## src/rtl/imem_program_loader_pkg.sv

```systemverilog
// Shared types and constants for the instruction-memory program loader.
// Holds the loader FSM state encoding, the default frame sync byte and
// the width of the frame length field.
package loader_pkg;

  typedef enum logic [2:0] {
    IDLE,
    LEN_HI,
    LEN_LO,
    DATA,
    CHECK
  } state_e;

  localparam logic [7:0] SYNC_BYTE_DEFAULT = 8'hA5;
  localparam int         LEN_WIDTH         = 16;

endpackage

```

## src/rtl/imem_program_loader_if.sv

```systemverilog
// Byte-stream input, imem write port and processor-control bundle of the loader.
// master: the loader (consumes bytes, drives imem write and status).
// slave:  the surroundings (byte source, imem, processor control).
interface imem_program_loader_if #(
  parameter int ADDR_WIDTH = 12
);

  logic [7:0]            in_data;
  logic                  in_valid;
  logic                  in_ready;
  logic                  imem_wren;
  logic [ADDR_WIDTH-1:0] imem_address;
  logic [31:0]           imem_data;
  logic                  proc_reset;
  logic                  load_done;
  logic                  load_error;

  modport master (
    input  in_data, in_valid,
    output in_ready, imem_wren, imem_address, imem_data,
    output proc_reset, load_done, load_error
  );

  modport slave (
    output in_data, in_valid,
    input  in_ready, imem_wren, imem_address, imem_data,
    input  proc_reset, load_done, load_error
  );

endinterface

```

## src/rtl/imem_program_loader_word_assembler.sv

```systemverilog
// Packs accepted data bytes MSB-first into 32-bit words and keeps the running XOR.
// word_ready is combinational: high in the cycle the 4th byte of a word is accepted.
// No backpressure of its own; the caller only enables it on accepted bytes.
module loader_word_assembler (
  input  logic        clock,
  input  logic        reset,
  input  logic        i_clear,
  input  logic        i_xor_en,
  input  logic        i_shift_en,
  input  logic [7:0]  i_byte,
  output logic        o_word_ready,
  output logic [31:0] o_word,
  output logic [7:0]  o_xor
);

  logic [23:0] r_shift;
  logic [1:0]  r_cnt;
  logic [7:0]  r_xor;

  // The current byte completes the word, so it is appended without being stored.
  assign o_word       = {r_shift, i_byte};
  assign o_word_ready = i_shift_en && (r_cnt == 2'd3);
  assign o_xor        = r_xor;

  // Shift register, byte-in-word counter and checksum accumulator.
  always_ff @(posedge clock) begin
    if (reset || i_clear) begin
      r_shift <= '0;
      r_cnt   <= '0;
      r_xor   <= '0;
    end else begin
      if (i_xor_en) begin
        r_xor <= r_xor ^ i_byte;
      end
      if (i_shift_en) begin
        r_shift <= {r_shift[15:0], i_byte};
        r_cnt   <= r_cnt + 2'd1;
      end
    end
  end

endmodule

```

## src/rtl/imem_program_loader.sv

```systemverilog
// Loads a framed byte stream (SYNC, LEN_HI, LEN_LO, LEN words MSB-first, CHK) into imem.
// Write latency: imem_wren one cycle after the handshake of a word's 4th byte.
// Accepts one byte per cycle at full rate; in_ready low only in reset and the cycle after it.
module imem_program_loader
  import loader_pkg::*;
#(
  parameter int         ADDR_WIDTH = 12,
  parameter logic [7:0] SYNC_BYTE  = SYNC_BYTE_DEFAULT
) (
  input  logic                  clock,
  input  logic                  reset,
  imem_program_loader_if.master bus
);

  localparam int unsigned MAX_WORDS = 32'd1 << ADDR_WIDTH;

  state_e                r_state;
  state_e                w_next_state;
  logic                  r_in_ready;
  logic [7:0]            r_len_hi;
  logic [LEN_WIDTH-1:0]  r_len;
  logic [LEN_WIDTH-1:0]  r_word_cnt;
  logic                  r_wren;
  logic [ADDR_WIDTH-1:0] r_addr;
  logic [31:0]           r_data;
  logic                  r_proc_reset;
  logic                  r_done;
  logic                  r_error;

  logic                  w_accept;
  logic [LEN_WIDTH-1:0]  w_len;
  logic                  w_sync;
  logic                  w_len_err;
  logic                  w_chk_ok;
  logic                  w_chk_bad;
  logic                  w_xor_en;
  logic                  w_shift_en;
  logic                  w_word_ready;
  logic [31:0]           w_word;
  logic [7:0]            w_xor;

  assign w_accept   = bus.in_valid && r_in_ready;
  assign w_len      = {r_len_hi, bus.in_data};
  // Datapath enables depend only on state and handshake, never on word_ready.
  assign w_xor_en   = w_accept && (r_state == LEN_HI || r_state == LEN_LO || r_state == DATA);
  assign w_shift_en = w_accept && (r_state == DATA);

  loader_word_assembler u_asm (
    .clock        (clock),
    .reset        (reset),
    .i_clear      (w_sync),
    .i_xor_en     (w_xor_en),
    .i_shift_en   (w_shift_en),
    .i_byte       (bus.in_data),
    .o_word_ready (w_word_ready),
    .o_word       (w_word),
    .o_xor        (w_xor)
  );

  // Next-state and per-byte event decode; nothing moves without an accepted byte.
  always_comb begin
    w_next_state = r_state;
    w_sync       = 1'b0;
    w_len_err    = 1'b0;
    w_chk_ok     = 1'b0;
    w_chk_bad    = 1'b0;
    if (w_accept) begin
      case (r_state)
        IDLE: begin
          if (bus.in_data == SYNC_BYTE) begin
            w_sync       = 1'b1;
            w_next_state = LEN_HI;
          end
        end
        LEN_HI: w_next_state = LEN_LO;
        LEN_LO: begin
          if (w_len == '0) begin
            w_next_state = CHECK;
          end else if (32'(w_len) > MAX_WORDS) begin
            w_len_err    = 1'b1;
            w_next_state = IDLE;
          end else begin
            w_next_state = DATA;
          end
        end
        DATA: begin
          if (w_word_ready && (r_word_cnt == r_len - 1'b1)) begin
            w_next_state = CHECK;
          end
        end
        CHECK: begin
          w_next_state = IDLE;
          if (bus.in_data == w_xor) begin
            w_chk_ok = 1'b1;
          end else begin
            w_chk_bad = 1'b1;
          end
        end
        default: w_next_state = IDLE;
      endcase
    end
  end

  // State register.
  always_ff @(posedge clock) begin
    if (reset) begin
      r_state <= IDLE;
    end else begin
      r_state <= w_next_state;
    end
  end

  // Ready flag, captured length and index of the next word to write.
  always_ff @(posedge clock) begin
    if (reset) begin
      r_in_ready <= 1'b0;
      r_len_hi   <= '0;
      r_len      <= '0;
      r_word_cnt <= '0;
    end else begin
      r_in_ready <= 1'b1;
      if (w_accept && r_state == LEN_HI) begin
        r_len_hi <= bus.in_data;
      end
      if (w_accept && r_state == LEN_LO) begin
        r_len <= w_len;
      end
      if (w_sync) begin
        r_word_cnt <= '0;
      end else if (w_word_ready) begin
        r_word_cnt <= r_word_cnt + 1'b1;
      end
    end
  end

  // imem write port; reset drops any write that was due on the next cycle.
  always_ff @(posedge clock) begin
    if (reset) begin
      r_wren <= 1'b0;
      r_addr <= '0;
      r_data <= '0;
    end else begin
      r_wren <= w_word_ready;
      if (w_word_ready) begin
        r_addr <= r_word_cnt[ADDR_WIDTH-1:0];
        r_data <= w_word;
      end
    end
  end

  // Processor hold and sticky load status; a new sync re-arms everything.
  always_ff @(posedge clock) begin
    if (reset) begin
      r_proc_reset <= 1'b1;
      r_done       <= 1'b0;
      r_error      <= 1'b0;
    end else if (w_sync) begin
      r_proc_reset <= 1'b1;
      r_done       <= 1'b0;
      r_error      <= 1'b0;
    end else if (w_len_err || w_chk_bad) begin
      r_error <= 1'b1;
    end else if (w_chk_ok) begin
      r_done       <= 1'b1;
      r_proc_reset <= 1'b0;
    end
  end

  assign bus.in_ready     = r_in_ready;
  assign bus.imem_wren    = r_wren;
  assign bus.imem_address = r_addr;
  assign bus.imem_data    = r_data;
  assign bus.proc_reset   = r_proc_reset;
  assign bus.load_done    = r_done;
  assign bus.load_error   = r_error;

endmodule

```

## src/flat_wrapper.sv

```systemverilog
// flat-port wrapper written by rule: the top's interface ports become plain ports
module imem_program_loader_flat import loader_pkg::*;
#(
  parameter int         ADDR_WIDTH = 12,
  parameter logic [7:0] SYNC_BYTE  = SYNC_BYTE_DEFAULT
)
  (clock, reset, bus_in_data, bus_in_valid, bus_in_ready, bus_imem_wren, bus_imem_address, bus_imem_data, bus_proc_reset, bus_load_done, bus_load_error);
  imem_program_loader_if #(.ADDR_WIDTH(ADDR_WIDTH)) bus_i ();
  input  logic clock;
  input  logic reset;
  input wire logic [$bits(bus_i.in_data)-1:0] bus_in_data;
  input wire logic [$bits(bus_i.in_valid)-1:0] bus_in_valid;
  output wire logic [$bits(bus_i.in_ready)-1:0] bus_in_ready;
  output wire logic [$bits(bus_i.imem_wren)-1:0] bus_imem_wren;
  output wire logic [$bits(bus_i.imem_address)-1:0] bus_imem_address;
  output wire logic [$bits(bus_i.imem_data)-1:0] bus_imem_data;
  output wire logic [$bits(bus_i.proc_reset)-1:0] bus_proc_reset;
  output wire logic [$bits(bus_i.load_done)-1:0] bus_load_done;
  output wire logic [$bits(bus_i.load_error)-1:0] bus_load_error;
  assign bus_i.in_data = bus_in_data;
  assign bus_i.in_valid = bus_in_valid;
  assign bus_in_ready = bus_i.in_ready;
  assign bus_imem_wren = bus_i.imem_wren;
  assign bus_imem_address = bus_i.imem_address;
  assign bus_imem_data = bus_i.imem_data;
  assign bus_proc_reset = bus_i.proc_reset;
  assign bus_load_done = bus_i.load_done;
  assign bus_load_error = bus_i.load_error;
  imem_program_loader #(.ADDR_WIDTH(ADDR_WIDTH), .SYNC_BYTE(SYNC_BYTE)) u_core (.clock(clock), .reset(reset), .bus(bus_i));
endmodule
```

## config.mk

```make
export PLATFORM = sky130hd
export DESIGN_NAME = imem_program_loader_flat
export DESIGN_NICKNAME = d
export VERILOG_FILES = /design/src/rtl/imem_program_loader_pkg.sv /design/src/rtl/imem_program_loader_if.sv /design/src/rtl/imem_program_loader_word_assembler.sv /design/src/rtl/imem_program_loader.sv /design/src/flat_wrapper.sv
export SDC_FILE = /design/constraint.sdc
export NUM_CORES = 1
export LEC_CHECK = 0
export BUFFER_PORTS_ARGS = -buffer_cell sky130_fd_sc_hd__clkbuf_2
export CORE_MARGIN = 2
export CORE_UTILIZATION = 55
export DETAILED_ROUTE_END_ITERATION = 8
export PLACE_DENSITY = 0.74
export SYNTH_ARGS = -nofsm -noshare
export SYNTH_HDL_FRONTEND = slang
export SYNTH_SLANG_ARGS = --single-unit
```

## constraint.sdc

```tcl
create_clock -name clock -period 2.6 [get_ports clock]
set_clock_uncertainty 0.1 [all_clocks]
set_input_delay 0.65 -clock clock [delete_from_list [all_inputs] [get_ports clock]]
set_output_delay 0.65 -clock clock [all_outputs]
set_load 0.03 [all_outputs]
```

==> Yosys cells after proc, flatten, opt, wreduce, memory -nomap -nowiden <==
Index checks and enable logic that the tools add are counted.
{ "totals": {"out_inout_bits": 49, "elab_cells": 65, "inputBits": 11, "regBits": 126} }
{ "op_classes": {"bitwise": 2, "muxes": 19, "n_reduce_logical": 16, "n_eq_ne": 10, "add_sub_neg": 3, "order_cmp": 1} }
{ "op_table": {"columns": ["op", "count"], "rows": [
  ["$add A16 B1 Y16 const B", 1],
  ["$eq A16 B16 Y1", 1],
  ["$gt A16 B13 Y1 const B", 1],
  ["$logic_not A16 Y1", 1],
  ["$sub A16 B1 Y16 const B", 1],
  ["$mux W1", 14],
  ["$pmux W3 S4", 1],
  ["$mux W3", 3],
  ["$eq A8 B8 Y1", 1],
  ["$eq A8 B8 Y1 const B", 1],
  ["$xor A8 B8 Y8", 1],
  ["$logic_and A1 B1 Y1", 7],
  ["$eq A3 B2 Y1 const B", 2],
  ["$logic_or A1 B1 Y1", 4],
  ["$eq A3 B1 Y1 const B", 1],
  ["$eq A3 B3 Y1 const B", 1],
  ["$logic_not A3 Y1", 1],
  ["$reduce_and A3 Y1", 1],
  ["$add A2 B1 Y2 const B", 1],
  ["$eq A2 B2 Y1 const B", 1],
  ["$mux W2", 1],
  ["$ne A2 B1 Y1 const B", 1],
  ["$ne A2 B2 Y1 const B", 1],
  ["$reduce_and A2 Y1", 1],
  ["2 further kinds", 2]
]} }

==> Depth between registers and ports, before layout <==
Gate-level depths: netlist (run 1).
{ "depth": {"word_depth": 8, "mapped_depth": 8, "ltp_nobuf": 8} }

==> Cells and area by module <==
Synthesis (run 1) repeated with hierarchy kept, for this count alone.
{ "hier_totals": {"hier_cells": 597, "area_unflattened_um2": 5565.3} }
{ "by_module_without_submodules": {"columns": ["module", "seq_area_each_um2", "area_per_inst_um2", "instances", "cells_each"], "rows": [
  ["imem_program_loader", 1841.8, 4121.5, 1, 467],
  ["loader_word_assembler", 680.7, 1443.9, 1, 130]
]} }

==> Worst setup path before layout (run 1) <==
Ideal clock, no wire load.
{ "synth_timing": {"path_kind": "input -> register", "startpoint": "input port bus_in_data[6]", "endpoint": "register u_core.r_error (netlist: u_core.bus.load_error)", "t_arrival_ns": 2.138, "path_slack_ns": 0.243, "setup_ns": 0.119, "required_time_ns": 2.381, "path_buffers": 1, "stages": 5, "path_cell_list": "or4_1 > or2_1 > o41ai_4 > buf_6 > nor2_1"} }
{ "synth_via": {"elab_chain_len": 6, "elab_cells_between_ends": 16, "classes_between": "order compare: 1; eq/ne: 2; mux: 10; reduce/logical: 3"} }
{ "synth_lines": {"columns": ["element", "line_no", "source"], "rows": [
  ["start, declared", "flat_wrapper.sv:11", "input wire logic [$bits(bus_i.in_data)-1:0] bus_in_data;"],
  ["$gt A16 B13 Y1", "imem_program_loader.sv:79", "end else if (32'(w_len) > MAX_WORDS) begin"],
  ["$mux W1", "imem_program_loader.sv:79", null],
  ["$mux W1", "imem_program_loader.sv:77", "if (w_len == '0) begin"],
  ["$mux W1", "imem_program_loader.sv:68", "case (r_state)"],
  ["$mux W1", "imem_program_loader.sv:67", "if (w_accept) begin"],
  ["$logic_or A1 B1 Y1", "imem_program_loader.sv:161", "end else if (w_len_err || w_chk_bad) begin"],
  ["end signal, assigned", "imem_program_loader.sv:156", "r_error <= 1'b0;"],
  ["end signal, assigned", "imem_program_loader.sv:160", "r_error <= 1'b0;"],
  ["end signal, assigned", "imem_program_loader.sv:162", "r_error <= 1'b1;"],
  ["end, declared", "imem_program_loader.sv:28", "logic r_error;"]
]} }
Parallel ways exist; a longest one is shown, timed or not.
A chain may end at the register's enable or synchronous reset.

==> Final worst setup path (run 1) <==
{ "layout_timing": {"startpoint": "register u_core.r_len[1]", "endpoint": "register u_core.r_state[0]"} }
{ "layout_via": {"elab_chain_len": 5} }
{ "layout_lines": {"columns": ["element", "line_no", "source"], "rows": [
  ["start, declared", "imem_program_loader.sv:21", "logic [LEN_WIDTH-1:0] r_len;"],
  ["start signal, assigned", "imem_program_loader.sv:126", "r_len <= w_len;"],
  ["$sub A16 B1 Y16", "imem_program_loader.sv:87", "if (w_word_ready && (r_word_cnt == r_len - 1'b1)) begin"],
  ["$eq A16 B16 Y1", "imem_program_loader.sv:87", null],
  ["$logic_and A1 B1 Y1", "imem_program_loader.sv:87", null],
  ["$ne A2 B2 Y1 (no source line)", null, null],
  ["$reduce_and A3 Y1 (no source line)", null, null],
  ["end signal, assigned", "imem_program_loader.sv:109", "r_state <= w_next_state;"],
  ["end, declared", "imem_program_loader.sv:17", "state_e r_state;"]
]} }
No other way between the ends.

==> flow_summary_export.csv, run 1 <==
group,metric,value,unit
worst_setup_path,cp.required,2.91,ns
yosys,synthesis.area,5410,um2
clock_tree,cts_tree,"yes",
place,placed_cells,828,
drt,final_antenna_net_count,0,
global_route,grt_pass1_wl,20400,um
finish,fin_area,6490,um2
timing,maxClockFrequency,408,MHz
finish,syn2layout_area_growth,20.1,%
worst_setup_path,critical_path_depth,8,
timing,rsz0062_at_grt,"false",
drt,post-route-drc-count,0,
clock_tree,root_buffer,"clkbuf_8",
drt,vias,4689,
worst_setup_path,path_buf_inv,1,
place,place_ws,0.0390,ns
timing,hold_violations,0,
pwr,peakVddDrop,497,uV
place,dp.final_hpwl,8680,um
yosys,syn_nets,670,
timing,period_minus_slack,2.45,ns
yosys,yosysUniqueCellTypes,51,
yosys,syn_avg_cell_area,8.25,um2
floorplan,rows,36,
place,gp_congestion,0.968,
worst_setup_path,end_kind,"flop",
global_route,gr-usage-all-layers,24.8,%
drt,drt_wl_total,12700,um
global_route,grt_antenna_before_repair,0,
finish,drive_gt1_share,16.8,%
finish,stdcell_count,860,
worst_setup_path,cp-endpoint,"u_core.r_state[0]",
global_route,grt_pass1_vias,4263,
worst_setup_path,slowest_delay,0.63,ns
yosys,synth_common_cells,"nand2_1, dfxtp_1, a21oi_1",
status,outcome,"complete, no violations",
yosys,yosysMostFrequentCell,"nand2_1",
floorplan,initial_core_util,56.1,%
finish,multi_input_area,2640,um2
place,portBuffers,59,
clock_tree,clock_tree.buffer_depth,2,
timing,tns,0,ns
clock_tree,clk_pin_slew_worst_paths,0.06,ns
yosys,yosysWarnings,0,
timing,max_slew_margin,59.1,%
yosys,synth-async-reset-ratio,0,%
worst_setup_path,critPathLaunch,"u_core.r_len[1]",
yosys,synth_area_leaders,"dfxtp_1, nand2_1, a21oi_1",
place,dpl_cell_area,5860,um2
timing,slew_viol_final,0,
floorplan,die_h,103,um
finish,fill_cells,813,
worst_hold_path,hold_path.class,"flop to flop",
global_route,grt-busiest-layer,"met2",
drt,via_per_inst,5.45,
timing,tightest_slew,0.613,ns
worst_setup_path,worst_path_max_delay_cell,"or4b_2",
clock_tree,cts_max_level,4,
yosys,synthFlopType,"dfxtp_1",
worst_setup_path,worstPathArrival,2.76,ns
worst_setup_path,cp-start-kind,"flop",
worst_setup_path,r2r-start,"u_core.r_len[1]",
timing,finalCritPeriodShare,94.2,%
global_route,use_met1,31.6,%
worst_setup_path,cp_max_fo,5,
worst_setup_path,r2r-end,"u_core.r_state[0]",
worst_setup_path,crit_family,"simple AND/OR/NAND/NOR gates",
timing,fin_ws,0.151,ns
yosys,ys_ff_latch,126,
global_route,grt_remaining_overflow,0,
clock_tree,cts_buffers,17,
drt,dr.pass1.iters,5,
clock_tree,post_cts_resized,0,
yosys,synth_cells,656,
clock_tree,cts_hold_buffers,0,
global_route,use_met2,40.9,%
global_route,grt_util_met3,5.58,%
floorplan,io_pins,60,
drt,post_drt_wl_per_cell,14.7,um
yosys,ys_seq_area_share,46.6,%
clock_tree,clk_latency,0.53,ns
pwr,p_leak,2.52,nW
yosys,synth_top_area_share,46.6,%
worst_setup_path,path_class,"flop to flop",
worst_setup_path,worstRegToRegCells,8,
finish,ff_latch_area,2520,um2
worst_setup_path,r2r_slack,0.15,ns
drt,drt_iter0_drc,249,
floorplan,dieArea,10600,um2
clock_tree,cts.sink_count,126,
floorplan,core_area,9640,um2
finish,antenna_cells,0,
pwr,powerDensity,699,nW/um2
timing,setup_viol,0,
pwr,p_total,0.00454,W
floorplan,die_x,103,um
finish,fin_nets,728,
yosys,synth_top_cell_by_area,"dfxtp_1",
worst_setup_path,crit_chain,"inv_1, ha_1, or4b_2, nor4_1, xnor2_1, nand4_1, nor3_2, a21oi_1",
yosys,synth_edf_count,0,
flow_run,cap_violations,0,
clock_tree,cts_setup_buffers,0,
global_route,grt_max_degree,56,
[routing by layer]
metal | vias up | wire length, um
met2 | 142 | 6100
met1 | 2210 | 5640
met3 | 21 | 754
met4 | 0 | 190
li1 | 2316 | -
met5 | - | 0
[area by class of cell]
cell class              instances  area share, %
multi-input cells             478           40.7
flip-flops and latches        126           38.8
repair buffers                 83           7.71
clock buffers                  18           6.59
clock inverters                14           3.18
well taps                     133           2.56
inverters                       8          0.462
[sequential cells by signal, summed over array words and instances (netlist names), 2 cells and up]
name / count
u_core.r_state: 3
u_core.bus.imem_data: 32
u_core.r_word_cnt: 16
u_core.r_len: 16
u_core.u_asm.r_cnt: 2
u_core.r_len_hi: 8
u_core.u_asm.r_shift: 24
u_core.bus.imem_address: 12
u_core.u_asm.o_xor: 8
[worst min-delay path, delay by kind of cell (launching register included)]
kind | cells | cell delay (ns)
compound gates | 1 | 0.05
flops | 1 | 0.31
simple gates | 1 | 0.05
[per-stage QoR]
step	hold slack [ns]	util, %
4_1_cts	0.355	67.3
3_3_place_gp	0.343	60.7
2_1_floorplan	0.332	-
6_report	0.351	67.4
5_1_grt	0.370	67.4
3_5_place_dp	0.346	60.7
[placed cells by master (no fill, tap or decap), types with 4 or more instances in the layout]
master       n
nand3_1      7
a21o_1       4
nor4_1      14
o21ai_0      4
buf_4       22
nor3_1       7
xnor2_1     19
bufinv_16    4
a21oi_1     79
inv_1        8
nand4_1      9
or4_1        4
clkbuf_16   16
mux2i_1     20
and3_1       5
dfxtp_1    126
inv_6        4
nor2_1      66
nand2b_1     4
clkbuf_2    59
xor2_1      34
nand2_1    160
[power breakdown]
group / switching [W] / internal [W] / total, W
Sequential: 0.000000799 / 0.00193 / 0.00193
Clock: 0.000917 / 0.00160 / 0.00252
Combinational: 0.0000654 / 0.0000249 / 0.0000903
Total: 0.000983 / 0.00356 / 0.00454
[logic make-up after synthesis]
kind of cell | count (synthesis) | synth area share (%)
DFF | 126 | 46.6
muxes | 20 | 3.70
and+or+nand+nor | 294 | 23.7
adders and majority gates | 3 | 0.694
buffers and inverters | 52 | 4.72
xor gates and xnor gates | 53 | 8.58
AOI/OAI and AO/OA | 108 | 12.0
[how the worst min path moves through the flow]
stage	slack (ns)	cells past startpoint	startpoint	to
finish	0.35	2	u_core.bus.imem_address[3]	u_core.bus.imem_address[3]
global placement	0.34	2	u_core.bus.imem_data[4]	u_core.bus.imem_data[4]
floorplan	0.33	2	u_core.u_asm.r_shift[16]	u_core.bus.imem_data[24]
CTS	0.36	2	u_core.u_asm.r_shift[22]	u_core.u_asm.r_shift[22]
global route	0.37	2	u_core.u_asm.r_shift[22]	u_core.bus.imem_data[30]
detailed placement	0.35	2	u_core.bus.imem_data[27]	u_core.bus.imem_data[27]
Power figures use the tool's default switching activity.
==> run 2, diff against run 1 <==
==> constraint.sdc (replaced) <==
create_clock -name clock -period 2.9 [get_ports clock]
set_clock_uncertainty 0.1 [all_clocks]
set_input_delay 0.725 -clock clock [delete_from_list [all_inputs] [get_ports clock]]
set_output_delay 0.725 -clock clock [all_outputs]
set_load 0.03 [all_outputs]
==> run 2 against run 1 <==
Fmax shrank 9.4%. Utilization shrank 1.1 points. Routed wire length grew 2.8%. Register-to-register slack gained 0.04 ns. Sequential power shrank 10%. First-iteration DRC count grew 22%. Critical path type unchanged. Largest power group unchanged. Highest routed layer unchanged.
==> flow_summary_export.csv, run 2 (synthesized netlist as in run 1, its figures left out) <==
group,metric,value,unit
pwr,p_seq_share,43.8,%
place,dpl_cell_area,5780,um2
pwr,powerDensity,619,nW/um2
floorplan,initial_core_util,56.1,%
finish,syn2layout_area_growth,18.1,%
worst_setup_path,r2r_slack,0.20,ns
finish,drive_gt1_share,15.2,%
floorplan,dieArea,10600,um2
timing,holdWs,0.350,ns
timing,period_minus_slack,2.70,ns
clock_tree,cts_buffers,17,
clock_tree,cts_setup_buffers,0,
global_route,grt_remaining_overflow,0,
drt,post_drt_wl_per_cell,15.3,um
place,dp.final_hpwl,8800,um
timing,max_slew_margin,47.7,%
timing,maxClockFrequency,370,MHz
place,placed_cells,818,
drt,vias,4712,
worst_setup_path,slowest_delay,0.63,ns
worst_setup_path,cp-start-kind,"flop",
worst_setup_path,cp.required,3.17,ns
finish,stdcell_count,850,
drt,post-route-drc-count,0,
timing,setup_viol,0,
place,gp_congestion,0.902,
timing,tns,0,ns
floorplan,rows,36,
worst_setup_path,end_kind,"flop",
flow_run,cap_violations,0,
pwr,p_int,0.00315,W
worst_hold_path,hold_path.class,"flop to flop",
finish,fin_nets,718,
pwr,p_leak,2.45,nW
finish,largest_reg_flops,32,
status,outcome,"complete, no violations",
global_route,gr-usage-all-layers,25.8,%
finish,final_common_cell,"nand2_1",
clock_tree,root_buffer,"clkbuf_8",
pwr,clkPwrFrac,54.3,%
timing,finalCritPeriodShare,93.2,%
floorplan,core_area,9640,um2
floorplan,die_x,103,um
drt,final_antenna_net_count,0,
place,portBuffers,59,
global_route,grt_pass1_wl,21200,um
worst_setup_path,crit_family,"simple AND/OR/NAND/NOR gates",
finish,final_cell_mix,"nand2_1, dfxtp_1, a21oi_1",
place,place_ws,0.172,ns
worst_setup_path,worst_path_max_delay_cell,"or4b_2",
drt,dr.pass1.iters,5,
pwr,sw_frac_of_total,20.4,%
timing,hold_violations,0,
drt,drt_wl_total,13000,um
global_route,grt_antenna_before_repair,0,
drt,via_per_inst,5.54,
clock_tree,clock_tree.buffer_depth,2,
timing,fin_ws,0.196,ns
clock_tree,cts_tree,"yes",
finish,fin_area,6390,um2
worst_setup_path,crit_chain,"inv_1, ha_1, or4b_2, nor4_1, xnor2_1, nand4_1, nor3_1, a21oi_1",
global_route,grt_pass1_vias,4442,
clock_tree,cts.sink_count,126,
clock_tree,post_cts_resized,0,
pwr,comb_power_share,1.9,%
floorplan,die_h,103,um
clock_tree,clk_latency,0.52,ns
global_route,grt_max_degree,43,
worst_setup_path,path_buf_inv,1,
clock_tree,clk_pin_slew_worst_paths,0.06,ns
pwr,peakVddDrop,431,uV
timing,rsz0062_at_grt,"false",
worst_setup_path,cp_max_fo,5,
floorplan,io_pins,60,
worst_setup_path,path_class,"flop to flop",
drt,drt_iter0_drc,304,
pwr,power_switching,0.000808,W
finish,antenna_cells,0,
timing,slew_viol_final,0,
timing,tightest_slew,0.783,ns
clock_tree,cts_max_level,4,
clock_tree,cts_hold_buffers,0,
worst_setup_path,worstPathArrival,2.98,ns
run 2: changes by cell type in the layout (fill, tap and decap cells not counted), sizes merged:
cell | before | now
clkinv | 2 | 1
inv | 13 | 8
buf | 24 | 14
clkinvlp | 3 | 5
clkbuf | 77 | 82
bufinv | 4 | 3
run 2: stage by stage:
stage,total power [W],util [%]
2_1_floorplan,0.00182,-
3_3_place_gp,0.00184,60.0
3_5_place_dp,0.00184,60.0
4_1_cts,0.00397,66.3
5_1_grt,0.00406,66.3
6_report,0.00396,66.3
run 2: final timing paths:
path / start / to / cells after the start
worst max-delay path: u_core.r_len[1] / u_core.r_state[0] / 8
worst min-delay path: u_core.bus.imem_address[5] / u_core.bus.imem_address[5] / 2
worst max register to register: u_core.r_len[1] / u_core.r_state[0] / 8
worst min register to register: u_core.bus.imem_address[5] / u_core.bus.imem_address[5] / 2
run 2: area by class of cell:
| cell class | count | area, um2 |
|---|---|---|
| inverters | 8 | 30.0 |
| multi-input cells | 478 | 2640 |
| fillers | 830 | 3250 |
| repair buffers | 73 | 425 |
| clock buffers | 23 | 477 |
| clock inverters | 9 | 133 |
| well taps | 133 | 166 |
| flip-flops and latches | 126 | 2520 |
run 2: worst min-delay path, stage by stage (launching register included):
cell	delay, ns
dfxtp_1	0.31
nand2_1	0.05
a21oi_1	0.05
run 2: layer usage:
metal	wire, um	up-vias	global-route usage, %
met3	809	22	7.33
met5	0	-	0
met2	6440	175	43.7
met4	160	0	7.09
met1	5620	2217	32.3
li1	-	2298	-
run 2: power by group through the flow:
stage	Sequential [W]	Clock, W	Combinational [W]
3_3_place_gp	0.00177	0	0.0000727
4_1_cts	0.00173	0.00217	0.0000744
2_1_floorplan	0.00177	0	0.0000466
6_report	0.00173	0.00215	0.0000744
3_5_place_dp	0.00177	0	0.0000740
5_1_grt	0.00173	0.00225	0.0000799
